## src/rtl/ads5404_sync_align.sv

```systemverilog
// ads5404_sync_align
// Purpose: aligns the ADS5404 two-samples-per-clock stream to the SYNC phase.
//   The block locks the sample-pair phase to the first SYNC edge and realigns
//   channels A and B so that output sample 0 is always the SYNC-aligned sample.
//   It can convert offset-binary to two's complement and measures the SYNC
//   period. It flags SYNC phase and period errors and keeps saturating
//   overrange counters.
// Ports:
//   clk, nrst                   clkout-domain clock, synchronous active-low reset
//   da_0/da_1, db_0/db_1        input sample pairs (x_0 is earlier in time)
//   sync_0/sync_1               syncout flag per sample
//   ovra_0/1, ovrb_0/1          overrange flags per sample
//   realign                     drops lock; relocks on the next SYNC edge
//   cnt_clr                     clears overrange counters and sync_err
//   a_0/a_1, b_0/b_1            aligned output pairs
//   sync_out                    marks the pair whose sample 0 is the SYNC edge
//   locked, sync_phase          lock status and locked phase
//   sync_period                 clk cycles between the last two SYNC edges
//   sync_err                    sticky phase or period error
//   ovra_cnt, ovrb_cnt          saturating overrange counts
module ads5404_sync_align #(
  parameter int NBITS     = 12,
  parameter int TWOS_COMP = 1,
  parameter int CNT_BITS  = 16
) (
  input  logic                clk,
  input  logic                nrst,
  input  logic [NBITS-1:0]    da_0,
  input  logic [NBITS-1:0]    da_1,
  input  logic [NBITS-1:0]    db_0,
  input  logic [NBITS-1:0]    db_1,
  input  logic                sync_0,
  input  logic                sync_1,
  input  logic                ovra_0,
  input  logic                ovra_1,
  input  logic                ovrb_0,
  input  logic                ovrb_1,
  input  logic                realign,
  input  logic                cnt_clr,
  output logic [NBITS-1:0]    a_0,
  output logic [NBITS-1:0]    a_1,
  output logic [NBITS-1:0]    b_0,
  output logic [NBITS-1:0]    b_1,
  output logic                sync_out,
  output logic                locked,
  output logic                sync_phase,
  output logic [31:0]         sync_period,
  output logic                sync_err,
  output logic [CNT_BITS-1:0] ovra_cnt,
  output logic [CNT_BITS-1:0] ovrb_cnt
);

  typedef enum logic {
    ST_UNLOCKED = 1'b0,
    ST_LOCKED   = 1'b1
  } state_t;

  localparam logic                MSB_FLIP = (TWOS_COMP != 0);
  localparam logic [NBITS-1:0]    MSB_MASK = {MSB_FLIP, {(NBITS-1){1'b0}}};
  localparam logic [31:0]         PER_MAX  = '1;
  localparam logic [CNT_BITS-1:0] OVR_MAX  = '1;

  state_t           r_state;
  logic             r_prev_s1;
  logic [NBITS-1:0] r_p1_a0, r_p1_a1, r_p1_b0, r_p1_b1;
  logic [NBITS-1:0] r_p2_a1, r_p2_b1;
  logic             r_acc0_p1, r_acc1_p1, r_acc1_p2;
  logic [31:0]      r_cnt;
  logic             r_first_seen;
  logic             r_per_valid;

  logic             w_edge0, w_edge1, w_edge;
  logic             w_acc0, w_acc1;
  logic             w_phase_err, w_per_err;
  logic [31:0]      w_cnt_inc;
  logic [NBITS-1:0] w_a0, w_a1, w_b0, w_b1;

  // Serial rising edge of SYNC: sample 0 looks back at last cycle's sample 1.
  assign w_edge0 = sync_0 & ~r_prev_s1;
  assign w_edge1 = sync_1 & ~sync_0;
  // realign wins over a coincident edge, so the edge is dropped entirely.
  assign w_edge  = (w_edge0 | w_edge1) & ~realign;

  // An edge is "accepted" (eligible for sync_out) if it locks or matches the lock.
  assign w_acc0 = w_edge0 & ~realign & (~locked | ~sync_phase);
  assign w_acc1 = w_edge1 & ~realign & (~locked | sync_phase);

  assign w_phase_err = w_edge & locked & (w_edge1 != sync_phase);
  assign w_cnt_inc   = (r_cnt == PER_MAX) ? PER_MAX : (r_cnt + 32'd1);
  // Mismatch is only meaningful once a period has been held (third edge on).
  assign w_per_err   = w_edge & r_first_seen & r_per_valid & (w_cnt_inc != sync_period);

  // Phase-lock state machine with registered lock status and phase.
  always_ff @(posedge clk) begin
    if (!nrst) begin
      r_state    <= ST_UNLOCKED;
      locked     <= 1'b0;
      sync_phase <= 1'b0;
    end else begin
      case (r_state)
        ST_UNLOCKED: begin
          if (realign) begin
            r_state    <= ST_UNLOCKED;
            locked     <= 1'b0;
            sync_phase <= 1'b0;
          end else if (w_edge0 || w_edge1) begin
            r_state    <= ST_LOCKED;
            locked     <= 1'b1;
            sync_phase <= w_edge1;
          end else begin
            r_state    <= ST_UNLOCKED;
          end
        end
        ST_LOCKED: begin
          if (realign) begin
            r_state    <= ST_UNLOCKED;
            locked     <= 1'b0;
            sync_phase <= 1'b0;
          end else begin
            r_state    <= ST_LOCKED;
          end
        end
        default: begin
          r_state    <= ST_UNLOCKED;
          locked     <= 1'b0;
          sync_phase <= 1'b0;
        end
      endcase
    end
  end

  // Input pipeline for data and for accepted-edge markers.
  always_ff @(posedge clk) begin
    if (!nrst) begin
      r_prev_s1 <= 1'b0;
      r_p1_a0   <= '0;
      r_p1_a1   <= '0;
      r_p1_b0   <= '0;
      r_p1_b1   <= '0;
      r_p2_a1   <= '0;
      r_p2_b1   <= '0;
      r_acc0_p1 <= 1'b0;
      r_acc1_p1 <= 1'b0;
      r_acc1_p2 <= 1'b0;
    end else begin
      r_prev_s1 <= sync_1;
      r_p1_a0   <= da_0;
      r_p1_a1   <= da_1;
      r_p1_b0   <= db_0;
      r_p1_b1   <= db_1;
      r_p2_a1   <= r_p1_a1;
      r_p2_b1   <= r_p1_b1;
      r_acc0_p1 <= w_acc0;
      r_acc1_p1 <= w_acc1;
      r_acc1_p2 <= r_acc1_p1;
    end
  end

  // Phase mux: phase 1 pairs last cycle's sample 1 with this cycle's sample 0.
  always_comb begin
    w_a0 = r_p1_a0;
    w_a1 = r_p1_a1;
    w_b0 = r_p1_b0;
    w_b1 = r_p1_b1;
    if (sync_phase) begin
      w_a0 = r_p2_a1;
      w_a1 = r_p1_a0;
      w_b0 = r_p2_b1;
      w_b1 = r_p1_b0;
    end else begin
      w_a0 = r_p1_a0;
      w_a1 = r_p1_a1;
      w_b0 = r_p1_b0;
      w_b1 = r_p1_b1;
    end
  end

  // Output register with optional MSB flip; sync_out follows the same phase.
  always_ff @(posedge clk) begin
    if (!nrst) begin
      a_0      <= '0;
      a_1      <= '0;
      b_0      <= '0;
      b_1      <= '0;
      sync_out <= 1'b0;
    end else begin
      a_0      <= w_a0 ^ MSB_MASK;
      a_1      <= w_a1 ^ MSB_MASK;
      b_0      <= w_b0 ^ MSB_MASK;
      b_1      <= w_b1 ^ MSB_MASK;
      sync_out <= locked & (sync_phase ? r_acc1_p2 : r_acc0_p1);
    end
  end

  // SYNC period measurement; the first edge after reset/realign only starts the count.
  always_ff @(posedge clk) begin
    if (!nrst) begin
      r_cnt        <= 32'd0;
      r_first_seen <= 1'b0;
      r_per_valid  <= 1'b0;
      sync_period  <= 32'd0;
    end else if (realign) begin
      r_cnt        <= w_cnt_inc;
      r_first_seen <= 1'b0;
      r_per_valid  <= 1'b0;
    end else if (w_edge) begin
      r_cnt        <= 32'd0;
      r_first_seen <= 1'b1;
      if (r_first_seen) begin
        sync_period <= w_cnt_inc;
        r_per_valid <= 1'b1;
      end else begin
        sync_period <= sync_period;
      end
    end else begin
      r_cnt        <= w_cnt_inc;
    end
  end

  // Sticky error flag; cnt_clr beats a same-cycle error.
  always_ff @(posedge clk) begin
    if (!nrst) begin
      sync_err <= 1'b0;
    end else if (cnt_clr) begin
      sync_err <= 1'b0;
    end else if (w_phase_err || w_per_err) begin
      sync_err <= 1'b1;
    end else begin
      sync_err <= sync_err;
    end
  end

  // Saturating overrange counters; cnt_clr beats a same-cycle increment.
  always_ff @(posedge clk) begin
    if (!nrst) begin
      ovra_cnt <= '0;
      ovrb_cnt <= '0;
    end else if (cnt_clr) begin
      ovra_cnt <= '0;
      ovrb_cnt <= '0;
    end else begin
      if ((ovra_0 || ovra_1) && (ovra_cnt != OVR_MAX)) begin
        ovra_cnt <= ovra_cnt + CNT_BITS'(1);
      end else begin
        ovra_cnt <= ovra_cnt;
      end
      if ((ovrb_0 || ovrb_1) && (ovrb_cnt != OVR_MAX)) begin
        ovrb_cnt <= ovrb_cnt + CNT_BITS'(1);
      end else begin
        ovrb_cnt <= ovrb_cnt;
      end
    end
  end

endmodule

```

## config.mk

```make
export PLATFORM = sky130hd
export DESIGN_NAME = ads5404_sync_align
export DESIGN_NICKNAME = d
export VERILOG_FILES = /design/src/rtl/ads5404_sync_align.sv
export SDC_FILE = /design/constraint.sdc
export NUM_CORES = 1
export LEC_CHECK = 0
export ABC_AREA = 1
export CORE_MARGIN = 1.5
export CORE_UTILIZATION = 45
export DETAILED_ROUTE_END_ITERATION = 8
export MAX_ROUTING_LAYER = met4
export PLACE_DENSITY = 0.7
export SYNTH_ARGS = -nofsm -noshare
export SYNTH_HDL_FRONTEND = slang
export SYNTH_SLANG_ARGS = --single-unit
```

## constraint.sdc

```tcl
create_clock -name clk -period 6.1 [get_ports clk]
set_input_delay 1.22 -clock clk [delete_from_list [all_inputs] [get_ports clk]]
set_output_delay 1.22 -clock clk [all_outputs]
set_load 0.05 [all_outputs]
```

# After elaboration in Yosys (flattened, before gate mapping)
# Index checks and enable logic that the tools add are counted.
# W data, S select, Z words.
# totals
reg_bits	227
input_bits	58
# classes
bitwise	27
n_eq_ne	7
n_mux	19
n_reduce_logical	11
add_sub_neg	3
# op_table
operator	count
$mux W32	3
$mux W12	4
$add A16 B1 Y16 const B	2
$add A32 B1 Y32 const B	1
$eq A32 B32 Y1 const B	1
$ne A16 B16 Y1 const B	2
$ne A32 B32 Y1	1
$and A1 B1 Y1	13
$not A1 Y1	11
$mux W1	9
$pmux W1 S2	3
$logic_or A1 B1 Y1	4
$reduce_and A2 Y1	2
$reduce_or A2 Y1	2
$ne A3 B3 Y1 const B	1
$or A1 B1 Y1	3
$reduce_and A3 Y1	1
$logic_and A1 B1 Y1	2
$ne A2 B2 Y1 const B	1
$ne A1 B1 Y1	1

# Logic depth before layout (Yosys ltp)
# Gate-level depths: netlist of run 1.
# logic_depth
ltp_word	8
ltp_mapped	17
depth_no_buf	16

# Worst setup path after synthesis of run 1
# No wires, ideal clock.
# synth_path
path_kind	input port to flip-flop
from	in sync_0
to	reg sync_period[17]
setup_slack_ns	3.554
setup_ns	0.086
stages	9
arrival_time_ns	2.461
cell_sequence	inv_1 > or2_1 > nand2_1 > inv_1 > nor2_1 > nand2_1 > clkbuf_1 > clkbuf_1 > a211oi_1
# synth_via
elab_chain_cells	5
word_cells_on_any_way	6
cone_classes	bitwise (5); reduce/logical (1)
# synth_rtl
element	line_no	text
start, declared	32	input logic sync_0,
$not A1 Y1	80	assign w_edge1 = sync_1 & ~sync_0;
$and A1 B1 Y1	80	
$or A1 B1 Y1 (*)	82	assign w_edge = (w_edge0 | w_edge1) & ~realign;
$and A1 B1 Y1 (*)	82	
$reduce_and A3 Y1 (no line) (*)	--	
end signal, assigned	210	sync_period <= w_cnt_inc;
end signal, assigned	213	sync_period <= sync_period;
end, declared	47	output logic [31:0] sync_period,
# Every way passes the cells marked *; elsewhere a longest branch is shown, timed or not.
# A chain may end at the register's enable or synchronous reset.

# Worst setup path after layout of run 1
# layout_path
from	in sync_0
to	reg r_cnt[11]
# layout_via
elab_chain_cells	6
word_cells_on_any_way	7
cone_classes	mux (2); bitwise (5)
# layout_rtl
element	line_no	text
$not A1 Y1	80	
$and A1 B1 Y1	80	
$or A1 B1 Y1 (*)	82	
$and A1 B1 Y1 (*)	82	
$mux W32 (*)	206	end else if (w_edge) begin
$mux W32 (*)	202	end else if (realign) begin
end signal, assigned	203	r_cnt <= w_cnt_inc;
end signal, assigned	216	r_cnt <= w_cnt_inc;
end, declared	68	logic [31:0] r_cnt;
# Marks and branches as above.

==> qor.yml, run 1 <==
status: "finished, final reports clean"
dieWidth_um: 147
drv_cap: 0
ctsHoldBuffers: 0
yosysUniqueCellTypes: 39
detail_route.vias_per_cell: 4.78
worstSetupPathType: "in -> reg"
synth_xor_area_share_pct: 1.03
ant_nets: 0
place_inst: 1722
grt_max_degree: 127
syn_inst: 1319
totalWireLength_um: 22300
yosysWarnings: 0
slew_headroom_pct: 26.8
antenna_found_initial: 1
final_util_pct: 59.7
cts_tree: "done"
synth-seq-cells: 227
gp_congestion: 0.891
grt_usage_pct: 20.8
via_count: 8430
cts_root_buf: "clkbuf_16"
synthAdderAreaFrac_pct: 0.401
syn-num-nets: 1380
num_rows: 52
synthTopCellsByArea: "dfxtp_1 (49%), nand2_1 (13%), inv_1 (9.0%)"
area_growth_pct: 29.4
htree_num_levels: 1
postCtsSetupRepairBufs: 0
die_area_um2: 21700
hold_path_depth: 2
hold_violations: 0
first_pass_iters: 5
fin_hold_ws_ps: 419
avgSynthCellArea_um2: 7.10
routedWlPerCell_um: 12.6
synth_top_cell_area_share_pct: 48.5
grt_overflow: 0
p_per_area_nw_per_um2: 281
clock_latency_ps: 520
skew_ps: 6.31
cp.arrival_ps: 3780
slew_violations: 0
hold_path_class: "reg -> reg"
start_util_pct: 46.1
worstPathRequired_ps: 6530
grt_first_pass_wirelength_um: 36100
synth_top_family_by_area: "simple AND/OR/NAND/NOR gates"
ff2ff_setup_slack_ps: 3330
drc: 0
cts_sinks: 227
grt_setup_unrepaired: "false"
peakVddDrop_mv: 0.222
r2r_start: "r_cnt[0]"
yosysSeqAreaShare_pct: 48.5
fmax_ghz: 0.299
post-route-period-util_pct: 54.9
nNetsFinal: 1539
dieHeight_um: 147
regToRegEndpoint: "sync_err"
cts_resized: 0
synth_simple_gate_area_share_pct: 28.6
synth_compound_area_share_pct: 10.2
yosysTopAreaCell: "dfxtp_1"
io_pins: 174
layout.cells.most_common_list: "nand2_1 (314), dfxtp_1 (227), inv_1 (225)"
hold_end: "r_p2_b1[1]"
clkTransAtPathRegs_ps: 60
drt-initial-drc-count: 440
synth_area_um2: 9360
p_leak_nw: 5.75
numCtsBuffers: 24
worstMarginPinSlew_ps: 1100
path_max_fanout: 21
finalNonFillerCells: 1765
dp_hpwl_um: 15300
setup_viol: 0
min_from: "r_p1_b1[1]"
core_area_um2: 20300
grt_pass1_vias: 7630
critPathCaptureType: "register"
synthMuxAreaShare_pct: 0
reg2regPathDepth: 16
finalCriticalPeriod_ps: 3350
start_kind: "primary input"
drive_gt1_share_pct: 4.95
mostFrequentLayoutCell: "nand2_1"
io_buffers: 173
clock_path_buffers: 3
tns_ps: 0
## layer usage
layer | GRT usage, % | vias up | wire [um]
met1 | 26.1 | 3777 | 10200
li1 | - | 4408 | -
met2 | 33.5 | 206 | 10200
met3 | 4.69 | 39 | 1380
met5 | - | - | 0
met4 | 6.40 | 0 | 517
## Yosys cell counts
cell      number
nor4_1         4
a211oi_1      10
inv_1        225
nand3_2        9
clkbuf_1      37
a21oi_2        1
a31o_2         1
dfxtp_1      227
xor2_1         9
nor2_1       193
buf_2          2
or2_2          1
nor2_8         1
o21ai_0       87
a311oi_1       1
nor3b_1        1
nand2_2        5
o21bai_1       5
nor2_2         3
nand3_1       51
nand2_4        2
and3_1         1
nand3_4        1
o32ai_1        1
nand2_1      314
ha_1           3
clkinv_1       1
nand3b_1       4
nor3_1         9
or2_1          1
buf_6          4
nand4_1       26
nor2_4         3
buf_1          3
a31oi_1        3
a41oi_1        1
a21oi_1       65
xnor2_1        2
o21a_1         2
## power breakdown
group          total [W]  leakage [nW]  switching (W)  internal (W)
registers        0.00156          1.86      0.0000264       0.00154
clock network    0.00154         0.414       0.000598      0.000941
logic           0.000304          3.48       0.000192      0.000112
total            0.00341          5.75       0.000816       0.00259
## area by class of cell
type | count | area, um^2
timing repair buffer | 179 | 1770
antenna | 1 | 2.50
sequential | 227 | 4540
fill | 1926 | 8180
multi-input combinational | 820 | 3770
inverter | 226 | 848
clock inverter | 12 | 181
tap | 270 | 338
clock buffer | 30 | 663
## worst max path at each step
stage | start | end | slack, ps | cells past startpoint
2_1_floorplan | sync_0 | sync_period[17] | 3550 | 9
3_3_place_gp | sync_0 | r_cnt[11] | 2300 | 9
3_5_place_dp | sync_0 | r_cnt[11] | 2250 | 9
4_1_cts | sync_0 | r_cnt[25] | 2810 | 9
5_1_grt | sync_0 | r_cnt[11] | 2460 | 9
6_report | sync_0 | r_cnt[11] | 2750 | 9
## kinds of logic after synthesis
family,after synthesis
AND/OR/NAND/NOR,629
buffers and inverters,272
AO/OA/AOI/OAI,177
adder cells (fa/ha/maj),3
XOR/XNOR,11
flip-flops,227
## through the flow
stage / area, um^2 / power, W / setup slack, ps
after floorplan: 9360 / 0.00178 / 3550
after global placement: 11300 / 0.00190 / 2300
after detailed placement: 11300 / 0.00190 / 2250
after CTS: 12100 / 0.00344 / 2810
after global routing: 12100 / 0.00353 / 2460
final: 12100 / 0.00341 / 2750
## worst max-delay path: stages
cell and delay (ps):
clkdlybuf4s50_1 490, inv_1 50, nand2_1 90, nand2_1 80, inv_1 80, nor2_1 70, nor2_1 780, inv_1 630
a31oi_1 280
## state kept, by name, indices dropped and copies added (netlist names), 12 cells and up
name / cells
ovra_cnt: 16
r_p1_a0: 12
a_1: 12
r_p1_b1: 12
r_p2_b1: 12
b_1: 12
r_p2_a1: 12
ovrb_cnt: 16
sync_period: 32
r_p1_a1: 12
r_cnt: 32
a_0: 12
b_0: 12
r_p1_b0: 12
(Power assumes the default switching activity.)
==> inputs of run 2 (changes only) <==
==> constraint.sdc (replaced) <==
create_clock -name clk -period 3.4 [get_ports clk]
set_input_delay 0.68 -clock clk [delete_from_list [all_inputs] [get_ports clk]]
set_output_delay 0.68 -clock clk [all_outputs]
set_load 0.05 [all_outputs]
==> run 2 against run 1 <==
Against the previous run:
- wire length down 2.2%
- die area stayed put
- sequential power rose by 79%
- critical path depth grew 6
- setup slack lost 2100 ps
- final cell count hardly changed
- combinational power up 80%
- highest routed layer unchanged
- global-route usage fell by 0.14 points
- utilization decreased by 0.33 points
- clock power is 65% higher
- worst hold slack worse by 10 ps
- largest power group unchanged
- total power grew 73%
==> qor.yml, run 2 (same netlist as run 1, synthesis figures left out) <==
cts_resized: 0  # unchanged
layout.cells.most_common_list: "nand2_1 (314), dfxtp_1 (227), inv_1 (225)"
ant_nets: 0  # unchanged
hold_path_class: "reg -> reg"
grt_setup_unrepaired: "false"
worstMarginPinSlew_ps: 964  # -134 ps
final_util_pct: 59.4  # -0.33 points
setup_viol: 0  # unchanged
p_per_area_nw_per_um2: 489  # +74%
hold_violations: 0  # unchanged
grt_pass1_vias: 7503  # -1.7%
start_kind: "register"
gp_congestion: 0.890  # -0.12%
place_area_um2: 11300  # about the same
critPathCaptureType: "register"
grt_overflow: 0  # unchanged
mostFrequentLayoutCell: "nand2_1"
routedWlPerCell_um: 12.4  # -2.1%
grt_max_degree: 114  # -10%
io_pins: 174  # unchanged
grt_first_pass_wirelength_um: 36000  # about the same
post-route-period-util_pct: 79.8
finalCriticalPeriod_ps: 2710
totalWireLength_um: 21800  # -2.2%
drc: 0  # unchanged
slew_violations: 0  # unchanged
fmax_ghz: 0.368
fin_hold_ws_ps: 409  # -10.4 ps
detail_route.vias_per_cell: 4.74  # -0.70%
htree_num_levels: 1  # unchanged
die_area_um2: 21700  # unchanged
io_buffers: 173  # unchanged
drt-initial-drc-count: 439  # -0.23%
drv_cap: 0  # unchanged
core_area_um2: 20300  # unchanged
clock_latency_ps: 520  # about the same
grt_usage_pct: 20.7  # -0.14 points
drive_gt1_share_pct: 4.82  # -0.13 points
worstSetupPathType: "reg -> reg"
cts_root_buf: "clkbuf_16"
tns_ps: 0  # unchanged
diodes: 0  # -1
area_growth_pct: 28.7
p_leak_nw: 5.72  # -0.52%
cp.arrival_ps: 3090  # -690 ps
peakVddDrop_mv: 0.343  # +54%
antenna_found_initial: 0  # -1
slew_headroom_pct: 35.8  # +8.9 points
finish.instance_area_um2: 12100  # -0.56%
top_regs: "r_cnt (32), sync_period (32)"
nNetsFinal: 1540  # +0.065%
num_rows: 52  # unchanged
path_max_fanout: 40  # +90%
numCtsBuffers: 24  # unchanged
postCtsSetupRepairBufs: 0  # unchanged
via_count: 8366  # -0.76%
skew_ps: 17.2  # +10.9 ps
worstPathRequired_ps: 3780  # -2750 ps
ctsHoldBuffers: 0  # unchanged
start_util_pct: 46.1  # unchanged
first_pass_iters: 5  # unchanged
clock_path_buffers: 3  # unchanged
status: "finished, final reports clean"
cts_tree: "done"
dieWidth_um: 147  # unchanged
cts_sinks: 227  # unchanged
clkTransAtPathRegs_ps: 60  # about the same
dieHeight_um: 147  # unchanged
dp_hpwl_um: 15400  # +0.34%
## run 2: changes by cell type in the layout (fill, tap and decap cells not counted)
cell	change
buf_4	+1
bufinv_16	-3
clkbuf_1	+2
clkbuf_8	+2
clkinv_4	-2
diode_2	-1
## run 2: cell type report
cell class                 instances  area (um^2)
clock buffer                      34          698
clock inverter                     7         73.8
fill                            1925         8250
inverter                         226          848
multi-input combinational        820         3770
sequential                       227         4540
tap                              270          338
timing repair buffer             180         1780
## run 2: critical path, stage by stage, from the launching register on
cell and delay [ps]:
dfxtp_1 420, ha_1 240, nand2_2 80, nor2_4 180, nand2_4 120, nor2_8 200, nand2_4 260, nand2_1 180
xor2_1 160, nand2_1 80, nor2_1 90, nand2_1 80, nor2_1 220, nand3_1 110, nand2_1 80, a21oi_2 40
## run 2: final timing paths
kind / slack [ps] / end / startpoint / cells after the start
hold / removal: 410 / r_acc1_p2 / r_acc1_p1 / 2
hold reg to reg: 410 / r_acc1_p2 / r_acc1_p1 / 2
setup / recovery: 690 / sync_err / r_cnt[0] / 15
setup reg to reg: 690 / sync_err / r_cnt[0] / 15
## run 2: layer usage
| layer | vias to the layer above | track usage [%] | part of all wire [%] |
|---|---|---|---|
| met2 | 186 | 32.5 | 45 |
| met4 | 0 | 4.55 | 1.7 |
| li1 | 4395 | - | - |
| met3 | 31 | 5.43 | 7.5 |
| met1 | 3754 | 26.8 | 46 |
| met5 | - | - | 0 |
## run 2: metrics by stage
step	cells	worst slack, ps	power, W
after floorplan	1319	1260	0.00319
after global placement	1723	293	0.00340
after detailed placement	1723	252	0.00341
after CTS	1764	653	0.00594
after global routing	1764	340	0.00613
final	1764	686	0.00589
## run 2: report_power, final
group,internal (W),switching [W]
Combinational,0.000201,0.000346
Sequential,0.00276,0.0000455
Clock,0.00150,0.00104
==> inputs of run 3 (changes only) <==
==> constraint.sdc (replaced) <==
create_clock -name clk -period 2.75 [get_ports clk]
set_input_delay 0.55 -clock clk [delete_from_list [all_inputs] [get_ports clk]]
set_output_delay 0.55 -clock clk [all_outputs]
set_load 0.05 [all_outputs]
==> run 3 against run 2 <==
Against the previous run:
- critical path depth increased by 2
- die area unchanged
- non-clock buffer count increased by 5
- sequential power increased by 24%
- wire length increased by 3.5%
- first-iteration DRC count decreased by 2.1%
- register-to-register slack got worse by 470 ps
- critical path type unchanged
- largest power group unchanged
==> qor.yml, run 3 (same netlist as run 1, synthesis figures left out) <==
detail_route.vias_per_cell: 4.73  # -0.36%
post-route-period-util_pct: 92.1  # +12 points
drt-initial-drc-count: 430  # -2.1%
worstSetupPathType: "reg -> reg"
skew_ps: 12.2  # -5.02 ps
grt_first_pass_wirelength_um: 36500  # +1.1%
place_ws_ps: 70.4  # -182 ps
io_buffers: 173  # unchanged
fill_cells: 1884  # -2.1%
start_util_pct: 46.1  # unchanged
num_rows: 52  # unchanged
slew_headroom_pct: 27.5  # -8.2 points
status: "finished, final reports clean"
clkTransAtPathRegs_ps: 60  # about the same
grt_overflow: 0  # unchanged
mostFrequentLayoutCell: "nand2_1"
core_area_um2: 20300  # unchanged
diodes: 0  # unchanged
multi_input_area_um2: 3800  # +1.0%
dp_hpwl_um: 15500  # +0.47%
drive_gt1_share_pct: 5.72  # +0.90 points
start_kind: "register"
clock_latency_ps: 530  # about the same
finalCriticalPeriod_ps: 2530  # -182 ps
layout.cells.most_common_list: "nand2_1 (314), dfxtp_1 (226), inv_1 (225)"
slew_violations: 0  # unchanged
numCtsBuffers: 25  # +4.2%
drc: 0  # unchanged
clock_path_buffers: 3  # unchanged
hold_path_class: "reg -> reg"
finish.instance_area_um2: 12200  # +1.5%
top_regs: "r_cnt (32), sync_period (32)"
cts_tree: "done"
dieHeight_um: 147  # unchanged
place_area_um2: 11300  # +0.53%
cts_root_buf: "clkbuf_16"
antenna_found_initial: 0  # unchanged
fmax_ghz: 0.395  # +7.2%
grt_max_degree: 127  # +11%
routedWlPerCell_um: 12.7  # +2.9%
dieWidth_um: 147  # unchanged
register_area_um2: 4550  # about the same
setup_viol: 0  # unchanged
drv_cap: 0  # unchanged
nNetsFinal: 1547  # +0.45%
path_max_fanout: 6  # -85%
hold_violations: 0  # unchanged
tns_ps: 0  # unchanged
area_growth_pct: 30.6
via_count: 8383  # +0.20%
die_area_um2: 21700  # unchanged
htree_num_levels: 1  # unchanged
critPathCaptureType: "register"
worstPathRequired_ps: 3150  # -630 ps
ant_nets: 0  # unchanged
ctsHoldBuffers: 0  # unchanged
grt_pass1_vias: 7662  # +2.1%
first_pass_iters: 5  # unchanged
p_per_area_nw_per_um2: 617  # +26%
totalWireLength_um: 22600  # +3.5%
p_leak_nw: 5.78  # +1.1%
cts_sinks: 227  # unchanged
cp.arrival_ps: 2930  # -160 ps
grt_usage_pct: 21.0  # +0.28 points
peakVddDrop_mv: 0.428  # +25%
worstMarginPinSlew_ps: 1090  # +123 ps
gp_congestion: 0.920  # +3.3%
worst_slack_ps: 218  # -468 ps
io_pins: 174  # unchanged
[run 3: area by class of cell]
type | instances | share of cell area (%)
multi-input combinational | 821 | 31.1
inverter | 226 | 6.93
sequential | 227 | 37.2
timing repair buffer | 185 | 15.1
clock inverter | 7 | 0.818
clock buffer | 38 | 6.17
tap | 270 | 2.76
[run 3: stage by stage]
step	power, W	hold slack (ps)	utilization (%)	instances
2_1_floorplan	0.00394	390	-	1319
3_3_place_gp	0.00421	392	55.9	1728
3_5_place_dp	0.00422	402	55.9	1728
4_1_cts	0.00764	416	60.1	1773
5_1_grt	0.00784	439	60.3	1774
6_report	0.00755	412	60.3	1774
[run 3: worst max-delay path, cell delays in order (launching register included)]
cell     delay [ps]
dfxtp_2         370
ha_1            210
nand2_2          80
nor2_4          180
nand2_4         110
nor2_8          220
buf_4           190
nand2_1          60
nand2_1         130
nand2_1          80
nand2_1          60
nand2_1          50
nor2_1          120
nand2_1          70
nor2_2          160
nand3_1         160
nand2_1         110
a21oi_2          50
[run 3: repair_timing]
action / 4_1_cts / 5_1_grt
setup endpoints to repair: 0 / 1
setup buffers: 0 / 0
gates resized for setup: 0 / 7
[run 3: path summary, 6_finish.rpt]
| kind | startpoint | slack, ps | depth (start not counted) | to |
|---|---|---|---|---|
| worst max register to register | r_cnt[0] | 220 | 17 | sync_err |
| worst min-delay path | r_acc1_p1 | 410 | 2 | r_acc1_p2 |
| worst max-delay path | r_cnt[0] | 220 | 17 | sync_err |
| worst min register to register | r_acc1_p1 | 410 | 2 | r_acc1_p2 |
[run 3: where the power goes]
group          internal [W]  total, W  switching (W)  leakage (nW)
registers           0.00341   0.00346      0.0000556          1.86
clock network       0.00208   0.00340        0.00132         0.425
logic              0.000255  0.000684       0.000429          3.50
total               0.00574   0.00755        0.00181          5.78
[run 3: routing by layer]
metal / up-vias / global-route usage, % / routed length, um
li1: 4413 / - / -
met1: 3747 / 25.5 / 10100
met2: 186 / 34.3 / 10500
met3: 37 / 5.68 / 1590
met4: 0 / 5.60 / 411
met5: - / - / 0
